## src/rtl/decoder24_scan_ctrl.sv

```systemverilog
`default_nettype none
// ============================================================================
//  Module   : decoder24_scan_ctrl
//  Purpose  : Scan sequencer that drives a 2-to-4 decoder with active-high
//             enable. It walks the select code w through the slots enabled in
//             mask. Each slot is held for DIV active cycles with e=1, followed
//             by BLANK_CYCLES cycles with e=0. During the gap w moves to the
//             next slot, so the decoder never glitches between outputs.
//  Ports    : clk        - system clock, rising edge
//             rst        - asynchronous, active-high reset
//             run        - level; 1 = scan, 0 = stop (returns to IDLE)
//             mask[3:0]  - slot enable, bit i = slot i is scanned
//             hold       - (SCAN_HOLD_EN only) freezes counters and w
//             w[1:0]     - registered select code to the decoder
//             e          - registered enable to the decoder
//             slot_done  - pulse on the final active cycle of every slot
//             frame_done - pulse on the final active cycle of the last
//                          enabled slot of a frame
//  Params   : DIV          - active cycles per slot (>= 1)
//             BLANK_CYCLES - e=0 cycles between slots (>= 0)
//  Options  : define SCAN_HOLD_EN to add the hold input
//  Revision : 1.0 - initial release
// ============================================================================
module decoder24_scan_ctrl #(
  parameter int DIV          = 4,
  parameter int BLANK_CYCLES = 1
) (
  input  logic       clk,
  input  logic       rst,
  input  logic       run,
  input  logic [3:0] mask,
`ifdef SCAN_HOLD_EN
  input  logic       hold,
`endif
  output logic [1:0] w,
  output logic       e,
  output logic       slot_done,
  output logic       frame_done
);

  localparam int DW = (DIV > 1) ? $clog2(DIV) : 1;
  localparam int BW = (BLANK_CYCLES > 0) ? $clog2(BLANK_CYCLES + 1) : 1;

  localparam logic [DW-1:0] DWELL_LAST = DW'(DIV - 1);
  localparam logic [BW-1:0] BLANK_LAST = (BLANK_CYCLES > 0) ? BW'(BLANK_CYCLES - 1) : '0;
  localparam logic          HAS_BLANK  = (BLANK_CYCLES > 0);
  // With a one-cycle dwell every cycle that enters ACTIVE is also the final
  // cycle of its slot, so the pulse must be raised on entry.
  localparam logic          DIV_IS_ONE = (DIV == 1);

  typedef enum logic [1:0] {
    S_IDLE   = 2'd0,
    S_ACTIVE = 2'd1,
    S_BLANK  = 2'd2
  } state_t;

  state_t          state_q;
  logic [1:0]      w_q;
  logic            e_q;
  logic            slot_done_q;
  logic            frame_done_q;
  logic [DW-1:0]   dwell_q;
  logic [BW-1:0]   blank_q;
  // Set when the final dwell cycle was frozen by hold; the pulse is replayed
  // on the cycle hold is released instead of ending the slot silently.
  logic            held_q;

  logic            hold_act;
  logic [1:0]      first_slot;
  logic [1:0]      after_slot;
  logic [DW-1:0]   dwell_inc;
  logic [BW-1:0]   blank_inc;
  logic            dwell_last;
  logic            blank_last;

`ifdef SCAN_HOLD_EN
  assign hold_act = hold;
`else
  assign hold_act = 1'b0;
`endif

  // Lowest set bit above k, else lowest set bit overall (wrap-around).
  // Loops run downward so the last hit is the lowest index.
  function automatic logic [1:0] next_slot(input logic [1:0] k, input logic [3:0] m);
    logic [1:0] r;
    r = 2'd0;
    for (int j = 3; j >= 0; j--) begin
      if (m[j]) r = 2'(j);
    end
    for (int j = 3; j >= 0; j--) begin
      if (m[j] && (j > int'(k))) r = 2'(j);
    end
    return r;
  endfunction

  // A slot closes the frame when the following choice does not move upward.
  function automatic logic wraps(input logic [1:0] k, input logic [3:0] m);
    return (m != 4'b0000) && (next_slot(k, m) <= k);
  endfunction

  // next(3) has no candidate above 3, so it yields the lowest set bit.
  assign first_slot = next_slot(2'd3, mask);
  assign after_slot = next_slot(w_q, mask);
  assign dwell_inc  = dwell_q + DW'(1);
  assign blank_inc  = blank_q + BW'(1);
  assign dwell_last = (dwell_q == DWELL_LAST);
  assign blank_last = (blank_q == BLANK_LAST);

  always_ff @(posedge clk or posedge rst) begin
    if (rst) begin
      state_q      <= S_IDLE;
      w_q          <= 2'd0;
      e_q          <= 1'b0;
      slot_done_q  <= 1'b0;
      frame_done_q <= 1'b0;
      dwell_q      <= '0;
      blank_q      <= '0;
      held_q       <= 1'b0;
    end else begin
      // Pulses are single-cycle unless re-raised below.
      slot_done_q  <= 1'b0;
      frame_done_q <= 1'b0;
      case (state_q)
        S_IDLE: begin
          w_q     <= 2'd0;
          e_q     <= 1'b0;
          dwell_q <= '0;
          blank_q <= '0;
          held_q  <= 1'b0;
          if (run && (mask != 4'b0000)) begin
            state_q <= S_ACTIVE;
            w_q     <= first_slot;
            e_q     <= 1'b1;
            if (DIV_IS_ONE) begin
              slot_done_q  <= 1'b1;
              frame_done_q <= wraps(first_slot, mask);
            end
          end
        end

        S_ACTIVE: begin
          if (!run) begin
            state_q <= S_IDLE;
            w_q     <= 2'd0;
            e_q     <= 1'b0;
            dwell_q <= '0;
            blank_q <= '0;
            held_q  <= 1'b0;
          end else if (hold_act) begin
            held_q <= dwell_last;
          end else if (!dwell_last) begin
            dwell_q <= dwell_inc;
            // Raise the pulse for the cycle whose dwell value is the last one.
            if (dwell_inc == DWELL_LAST) begin
              slot_done_q  <= 1'b1;
              frame_done_q <= wraps(w_q, mask);
            end
          end else if (held_q) begin
            held_q       <= 1'b0;
            slot_done_q  <= 1'b1;
            frame_done_q <= wraps(w_q, mask);
          end else if (mask == 4'b0000) begin
            state_q <= S_IDLE;
            w_q     <= 2'd0;
            e_q     <= 1'b0;
            dwell_q <= '0;
            blank_q <= '0;
          end else if (HAS_BLANK) begin
            state_q <= S_BLANK;
            w_q     <= after_slot;
            e_q     <= 1'b0;
            blank_q <= '0;
            dwell_q <= '0;
          end else begin
            // Zero blanking: e stays high while w steps straight to the next slot.
            w_q     <= after_slot;
            dwell_q <= '0;
            if (DIV_IS_ONE) begin
              slot_done_q  <= 1'b1;
              frame_done_q <= wraps(after_slot, mask);
            end
          end
        end

        S_BLANK: begin
          if (!run) begin
            state_q <= S_IDLE;
            w_q     <= 2'd0;
            e_q     <= 1'b0;
            dwell_q <= '0;
            blank_q <= '0;
            held_q  <= 1'b0;
          end else if (hold_act) begin
            held_q <= 1'b0;
          end else if (!blank_last) begin
            blank_q <= blank_inc;
          end else begin
            state_q <= S_ACTIVE;
            e_q     <= 1'b1;
            dwell_q <= '0;
            if (DIV_IS_ONE) begin
              slot_done_q  <= 1'b1;
              frame_done_q <= wraps(w_q, mask);
            end
          end
        end

        default: begin
          state_q <= S_IDLE;
          w_q     <= 2'd0;
          e_q     <= 1'b0;
          dwell_q <= '0;
          blank_q <= '0;
          held_q  <= 1'b0;
        end
      endcase
    end
  end

  assign w          = w_q;
  assign e          = e_q;
  assign slot_done  = slot_done_q;
  assign frame_done = frame_done_q;

endmodule
`default_nettype wire

```

## config.mk

```make
export PLATFORM = sky130hd
export DESIGN_NAME = decoder24_scan_ctrl
export DESIGN_NICKNAME = d
export VERILOG_FILES = /design/src/rtl/decoder24_scan_ctrl.sv
export SDC_FILE = /design/constraint.sdc
export NUM_CORES = 1
export LEC_CHECK = 0
export ABC_AREA = 1
export BUFFER_PORTS_ARGS = -buffer_cell sky130_fd_sc_hd__buf_2
export CORE_AREA = 8 8 45 47
export DETAILED_ROUTE_END_ITERATION = 12
export DIE_AREA = 0 0 53 55
export GPL_TIMING_DRIVEN = 0
export SETUP_SLACK_MARGIN = 0.02
export SYNTH_ARGS = -nofsm -noshare
export SYNTH_HDL_FRONTEND = slang
export SYNTH_SLANG_ARGS = --single-unit
```

## constraint.sdc

```tcl
create_clock -name clk -period 2.05 [get_ports clk]
set_input_delay 0.205 -clock clk [delete_from_list [all_inputs] [get_ports clk]]
set_output_delay 0.205 -clock clk [all_outputs]
set_load 0.03 [all_outputs]
```

==> Word level (Yosys, flattened, before mapping) <==
Cells that the tools add are included.
{ "word_totals": {"register_bits": 11, "wordCells": 100} }
{ "classes": {"add_sub_neg": 2, "order_cmp": 5, "n_eq_ne": 10, "mux": 60, "n_reduce_logical": 15} }
{ "ops": {"columns": ["op", "count"], "rows": [
  ["$mux W2", 33],
  ["$mux W1", 21],
  ["$pmux W2 S3", 2],
  ["$ne A3 B3 Y1 const B", 3],
  ["$eq A2 B2 Y1 const B", 3],
  ["$logic_and A1 B1 Y1", 6],
  ["$reduce_and A2 Y1", 3],
  ["$reduce_and A3 Y1", 2],
  ["$gt A2 B2 Y1 const A", 2],
  ["$le A2 B2 Y1", 2],
  ["$logic_not A4 Y1", 1],
  ["$ne A2 B2 Y1 const B", 2],
  ["$ne A4 B4 Y1 const B", 1],
  ["$pmux W1 S2", 2],
  ["$pmux W2 S2", 1],
  ["$reduce_and A4 Y1", 1],
  ["$reduce_bool A4 Y1", 1],
  ["$pmux W1 S3", 1],
  ["$add A2 B1 Y2 const B", 1],
  ["$eq A2 B1 Y1 const B", 1],
  ["$gt A1 B2 Y1 const A", 1],
  ["$logic_not A2 Y1", 1],
  ["$add A1 B1 Y1 const B", 1]
]} }

==> Logic depth before layout (Yosys ltp) <==
Gate-level depths: netlist (run 1).
{ "depth": {"ltp_word": 17, "ltp_mapped": 13, "ltp_nobuf": 13} }

==> Worst setup path after synthesis (run 1) <==
No wires, ideal clock.
{ "synth_path": {"path_type": "flip-flop to flip-flop", "startpoint": "register w_q[1], in the netlist w[1]", "endpoint": "register frame_done_q, in the netlist frame_done", "setup_ns": 0.086, "arrival_ns": 1.639, "path_slack_ns": 0.325, "stages_incl_launch_ff": 9, "period_less_slack_ns": 1.725, "path_cell_list": "dfrtp_1 -> inv_1 -> o21ai_1 -> nand3_1 -> and2_1 -> ha_1 -> a21oi_1 -> a21oi_1 -> nor3_1"} }
{ "synth_between": {"elab_chain_cells": 15, "word_cells_on_any_way": 26} }
{ "synth_rtl": {"columns": ["item", "line_no", "source"], "rows": [
  ["start: declaration", "58", "logic [1:0] w_q;"],
  ["start signal: assignment", "132", "w_q <= first_slot;"],
  ["start signal: assignment", "170", "w_q <= after_slot;"],
  ["start signal: assignment", "176", "w_q <= after_slot;"],
  ["$gt A2 B2 Y1", "91", "if (m[j] && (j > int'(k))) r = 2'(j);"],
  ["$logic_and A1 B1 Y1", "91", null],
  ["$mux W2 (3 in a row)", null, null],
  ["$mux W2, on equally long branches", "154, 158", null],
  ["$mux W2", "151", "end else if (!dwell_last) begin"],
  ["$mux W2", "142", "if (!run) begin"],
  ["$mux W2", "123", "case (state_q)"],
  ["$le A2 B2 Y1", "98", "return (m != 4'b0000) && (next_slot(k, m) <= k);"],
  ["$logic_and A1 B1 Y1", "98", null],
  ["$mux W1, on equally long branches", "154, 158", null],
  ["$mux W1 *", "151", null],
  ["$mux W1 *", "142", null],
  ["$mux W1 *", "123", null],
  ["end signal: assignment", "136", "frame_done_q <= wraps(first_slot, mask);"],
  ["end signal: assignment", "156", "frame_done_q <= wraps(w_q, mask);"],
  ["end signal: assignment", "161", "frame_done_q <= wraps(w_q, mask);"],
  ["end: declaration", "61", "logic frame_done_q;"]
]} }
Mark *: on every way between the ends. The rest lies on a longest branch, timed or not. The select of a mux whose other input is x is not followed.
A chain may end at the register's enable or synchronous reset.

==> Worst setup path in the final report (run 1) <==
Ends and elaborated chain as after synthesis.

==> results.yml, run 1 <==
logic_synthesis:
  netlist.area_leader.share_pct: 42.2
  ys_seq_area_share_pct: 42.2
  yosysWarningCount: 0
  synthTopCellsByArea: "dfrtp_1 (42%), nand2_1 (13%), inv_1 (9.8%), ha_1 (9.4%), nand3_1 (6.6%)"
  netlist_area_um2: 534
  avgSynthCellArea_um2: 7.42
  syn_nets: 83
  synthDistinctLibCells: 15
  yosys_register_bits: 9
  syn-instance-count: 72
  synth_top_area_cell: "dfrtp_1"
worst_setup_path:
  critPathLaunchType: "register"
  crit_type: "register to register"
  cp_data_arrival_time_ns: 1.78
  critPathCaptureType: "register"
  worst_ep_required_time_ns: 2.23
  path_max_fanout: 4
timing:
  final.period_utilization_pct: 77.9
  worst_pin_slew_ns: 0.354
  finalClockSkew_ns: 0.00495
  fin_crit_ns: 1.60
  timing.final.hold_violations: 0
  finalSetupTns_ns: 0
  setup_viol: 0
  fmax_mhz: 626
  relSlewSlack_pct: 76.4
  rsz0062_at_grt: "false"
  slew_violations: 0
floorplanning:
  initial_core_util_pct: 38.6
  ios: 12
  die_y_um: 55
  die_area_um2: 2920
  fp-row-count: 14
  core_region_area_um2: 1380
  die_x_um: 53
clocking:
  clock_path_buffers: 2
  cts_buffers: 3
  insertion_delay_ns: 0.26
  cts_resized: 0
  cts_tree: "built"
  path_clk_slew_ns: 0.06
  clock-sinks: 9
  htreeDepth: 1
  root_buffer: "clkbuf_4"
global_route:
  grt_max_degree: 10
  grt_remaining_overflow: 0
  antenna_found_initial: 0
  grt_pass1_vias: 499
  grt_util_all_layers_pct: 9.04
  grt_first_pass_wirelength_mm: 1.97
detailed_routing:
  num_vias: 481
  post_drt_wl_per_cell_um: 10.4
  drtPass1Iterations: 4
  drt_iter0_markers: 12
  wirelength_mm: 1.08
  avgViaCountPerCell: 4.63
  antenna_left: 0
  remaining_drc_errors: 0
run_status:
  outcome: "completed"
finish:
  area_delta_synth_final_pct: 20.8
  fillers: 146
  design_area_um2: 646
  regArea_um2: 225
  antennaDiodeCount: 0
  drive_above_1_share_pct: 19.3
  final_nets: 100
  multi_input_area_um2: 253
hold_path:
  hold_class: "input port to register"
place:
  place_congestion: 0.783
  dp_hpwl_um: 872
  numPortBuffers: 11
  placed_cell_area_um2: 609
pwr:
  power_leakage_nw: 0.365
  ir_drop_v: 0.000478
  switching_power_mw: 0.167
  p_int_mw: 0.320
  switching_share_pct: 34.2
  powerDensity_nw_per_um2: 754
  pwr-share-clk_pct: 28.2
  seq_power_share_pct: 42.7
  p_comb_share_pct: 29.1
  power_mw: 0.487
run:
  maxCapViolCount: 0
[cell type report]
type | count | share of cell area (%)
Timing Repair Buffer | 12 | 10.1
Clock buffer | 4 | 4.07
Sequential cell | 9 | 34.9
Multi-Input combinational cell | 48 | 39.1
Tap cell | 16 | 3.10
Inverter | 15 | 8.72
[state kept, by name, indices dropped and copies added (netlist names)]
name / cells
w: 2
frame_done: 1
state_q: 2
slot_done: 1
dwell_q: 2
e: 1
[power groups by stage]
stage	Sequential, mW	Clock [mW]	Combinational, mW
after floorplan	0.231	0	0.0842
after global placement	0.211	0	0.140
after detailed placement	0.212	0	0.143
after CTS	0.209	0.144	0.145
after global routing	0.211	0.149	0.167
final	0.208	0.137	0.142
[per-layer routing]
layer	vias to the layer above	global-route usage, %	wire (um)
li1	257	-	-
met1	211	9.80	465
met2	13	14.8	530
met3	0	5.35	80
met4	0	2.16	0
met5	-	0	0
[repair_timing]
action,in CTS,in global routing
endpoints found under the hold margin,9,0
hold buffers,1,0
buffers inserted,0,0
[logic make-up after synthesis]
family / count (synthesis) / share of synthesized area, %
fa+ha+maj: 4 / 9.37
compound gates: 7 / 9.13
flops: 9 / 42.2
simple gates: 37 / 28.8
buf+inv: 15 / 10.5
[critical path, stage by stage, from the launching register on]
cell and delay, ns:
dfrtp_1 0.36, inv_1 0.09, o21ai_1 0.18, nand3_1 0.11, and2_1 0.15, ha_1 0.28, a21oi_1 0.14, a21oi_1 0.06
nor3_1 0.15
[cell usage in the layout, fill, tap and decap left out]
cell type	count
nand2_1	19
inv_1	14
buf_2	11
dfrtp_1	9
nor2_1	8
nand3_1	7
ha_1	4
clkbuf_4	3
o21ai_1	2
a21oi_1	2
a31oi_2	1
nand4_1	1
inv_2	1
o21ai_2	1
o21a_1	1
and2_1	1
nor3_1	1
clkbuf_1	1
dlygate4sd3_1	1
[metrics by stage]
step                hold WS (ns)  cells  setup slack, ns  utilization, %
floorplan                 0.0329     72            0.325               -
global placement           0.179     99            0.414            44.0
detailed placement         0.186     99            0.405            44.0
CTS                        0.273    104            0.429            46.7
global route               0.298    104            0.222            46.7
finish                     0.278    104            0.453            46.7
[worst paths after layout]
check	slack (ns)	cells after the start	endpoint	startpoint
setup reg to reg	0.45	8	frame_done	w[1]
max in group asynchronous	1.34	3	w[1]	rst
setup / recovery	0.45	8	frame_done	w[1]
hold reg to reg	0.48	1	dwell_q[0]	dwell_q[0]
hold / removal	0.28	3	state_q[0]	run
min in group asynchronous	0.45	3	slot_done	rst
[synthesized netlist by cell type, drive strengths merged]
cell and n:
a21oi 2, a31oi 1, and2 1, dfrtp 9
ha 4, inv 15, nand2 19, nand3 7
nand4 1, nor2 8, nor3 1, o21a 1
o21ai 3
No activity file was read; power rests on OpenSTA's default activity.
==> run 2, diff against run 1 <==
Clock period 2.05 ns to 1.4 ns, I/O delays scaled along.
==> run 2 against run 1 <==
- the flow now finishes with violations (setup timing)
- routed wire length rose by 8.6%
- clock-buffer cell count did not move
- hold slack got worse by 0.063 ns
- clock power rose by 41%
- non-clock buffer count rose by 3
- sequential power rose by 48%
- worst setup slack got worse by 0.51 ns
- global-route usage fell by 0.71 points
- combinational power rose by 100%
- maximum frequency rose by 9.5%
- utilization rose by 5.4 points
- critical path depth did not move
==> results.yml, run 2 (synthesis gave the netlist of run 1 again) <==
timing:
  finalClockSkew_ns: 0.00620
  rsz0062_at_grt: "true"
  setup_viol: 1
  final.setup.worst_slack_ns: -0.0585
  final.period_utilization_pct: 104
  worst_pin_slew_ns: 0.338
  fin_crit_ns: 1.46
  relSlewSlack_pct: 77.4
  whs_ns: 0.216
  timing.final.hold_violations: 0
  finalSetupTns_ns: -0.0585
  fmax_mhz: 686
  slew_violations: 0
clocking:
  cts_tree: "built"
  clock_path_buffers: 2
  insertion_delay_ns: 0.26
  htreeDepth: 1
  path_clk_slew_ns: 0.06
  root_buffer: "clkbuf_4"
  cts_buffers: 3
  clock-sinks: 9
floorplanning:
  fp-row-count: 14
  die_x_um: 53
  die_area_um2: 2920
  die_y_um: 55
  initial_core_util_pct: 38.6
  core_region_area_um2: 1380
  ios: 12
place:
  dp_hpwl_um: 872
  place_ws_ns: -0.135
  place_congestion: 0.771
  numPortBuffers: 11
finish:
  final_nets: 103
  antennaDiodeCount: 0
  final_common_cell: "nand2_1"
  area_delta_synth_final_pct: 34.9
  drive_above_1_share_pct: 35.2
  most-common-layout-cells: "nand2_1 (19), inv_1 (12), buf_2 (11)"
  fin_util_pct: 52.1
worst_setup_path:
  critPathLaunchType: "register"
  worst_ep_required_time_ns: 1.58
  cp_cell_sequence: "inv_4 > o21ai_4 > nand3_2 > and2_4 > ha_4 > a21oi_2 > a21oi_2 > nor3_2"
  path_max_fanout: 4
  cp_slowest_cell: "dfrtp_2"
  critPathCaptureType: "register"
  crit_top_cell: "a21oi_2"
  crit_type: "register to register"
  cpPeakStageDelay_ns: 0.39
  cp.buffers_inverters: 1
  path_delay_family: "flip-flops"
  cp_data_arrival_time_ns: 1.64
hold_path:
  hold_class: "input port to register"
detailed_routing:
  avgViaCountPerCell: 4.63
  drt_iter0_markers: 15
  remaining_drc_errors: 0
  wirelength_mm: 1.17
  num_vias: 495
  post_drt_wl_per_cell_um: 10.9
  antenna_left: 0
  drtPass1Iterations: 3
global_route:
  antenna_found_initial: 0
  grt_max_degree: 10
  grt_remaining_overflow: 0
  grt_first_pass_wirelength_mm: 1.81
  grt_util_all_layers_pct: 8.32
  grt_pass1_vias: 445
pwr:
  powerDensity_nw_per_um2: 1090
  power_leakage_nw: 0.387
  ir_drop_v: 0.000741
run_status:
  violations: "setup timing"
  outcome: "finished, violations left"
run:
  maxCapViolCount: 0
run 2: cell types whose count changed in the layout (fill, tap and decap cells not counted), sizes merged:
cell / before / now
buf: 11 / 14
run 2: tightest hold or removal path: cells and delay by family:
| family | cells | cell delay (ns) |
|---|---|---|
| AO/OA/AOI/OAI | 1 | 0.07 |
| buffers and inverters | 1 | 0.12 |
| AND/OR/NAND/NOR | 1 | 0.10 |
run 2: layout make-up:
cell class / count / area [um^2]
fillers: 139 / 663
multi-input cells: 48 / 300
flip-flops and latches: 9 / 228
repair buffers: 15 / 87.6
inverters: 15 / 58.8
clock buffers: 4 / 26.3
well taps: 16 / 20.0
run 2: report_power, final:
part	total (mW)	switching, mW	internal (mW)	leakage (nW)
Clock	0.193	0.0834	0.109	0.0150
Sequential	0.308	0.0211	0.287	0.117
Combinational	0.287	0.170	0.118	0.255
Total	0.789	0.274	0.514	0.387
run 2: routing by layer:
layer,up-vias,GRT usage [%],wire (um)
li1,261,-,-
met1,223,10.3,539
met2,11,12.3,544
met3,0,5.88,87
met4,0,0,0
met5,-,0,0
run 2: final timing paths:
kind | start | endpoint | slack [ns] | cells after the start
worst max-delay path | w[1] | frame_done | -0.06 | 8
worst min-delay path | run | state_q[0] | 0.22 | 3
worst max register to register | w[1] | frame_done | -0.06 | 8
worst min register to register | dwell_q[0] | dwell_q[0] | 0.46 | 1
max in group asynchronous | rst | w[1] | 0.74 | 3
min in group asynchronous | rst | frame_done | 0.38 | 3
run 2: stage by stage:
step           cells  area (um^2)  power (mW)
2_1_floorplan     72          541       0.468
3_3_place_gp      99          616       0.520
3_5_place_dp      99          616       0.525
4_1_cts          105          659       0.734
5_1_grt          107          721       0.854
6_report         107          721       0.789
run 2: timing repair:
action / CTS / global route
setup buffers: 1 / 2
resized for setup: 0 / 9
endpoints found under the setup margin: 1 / 4
pin swaps: 0 / 5
hold buffers: 1 / 0
hold endpoints to repair: 9 / 0
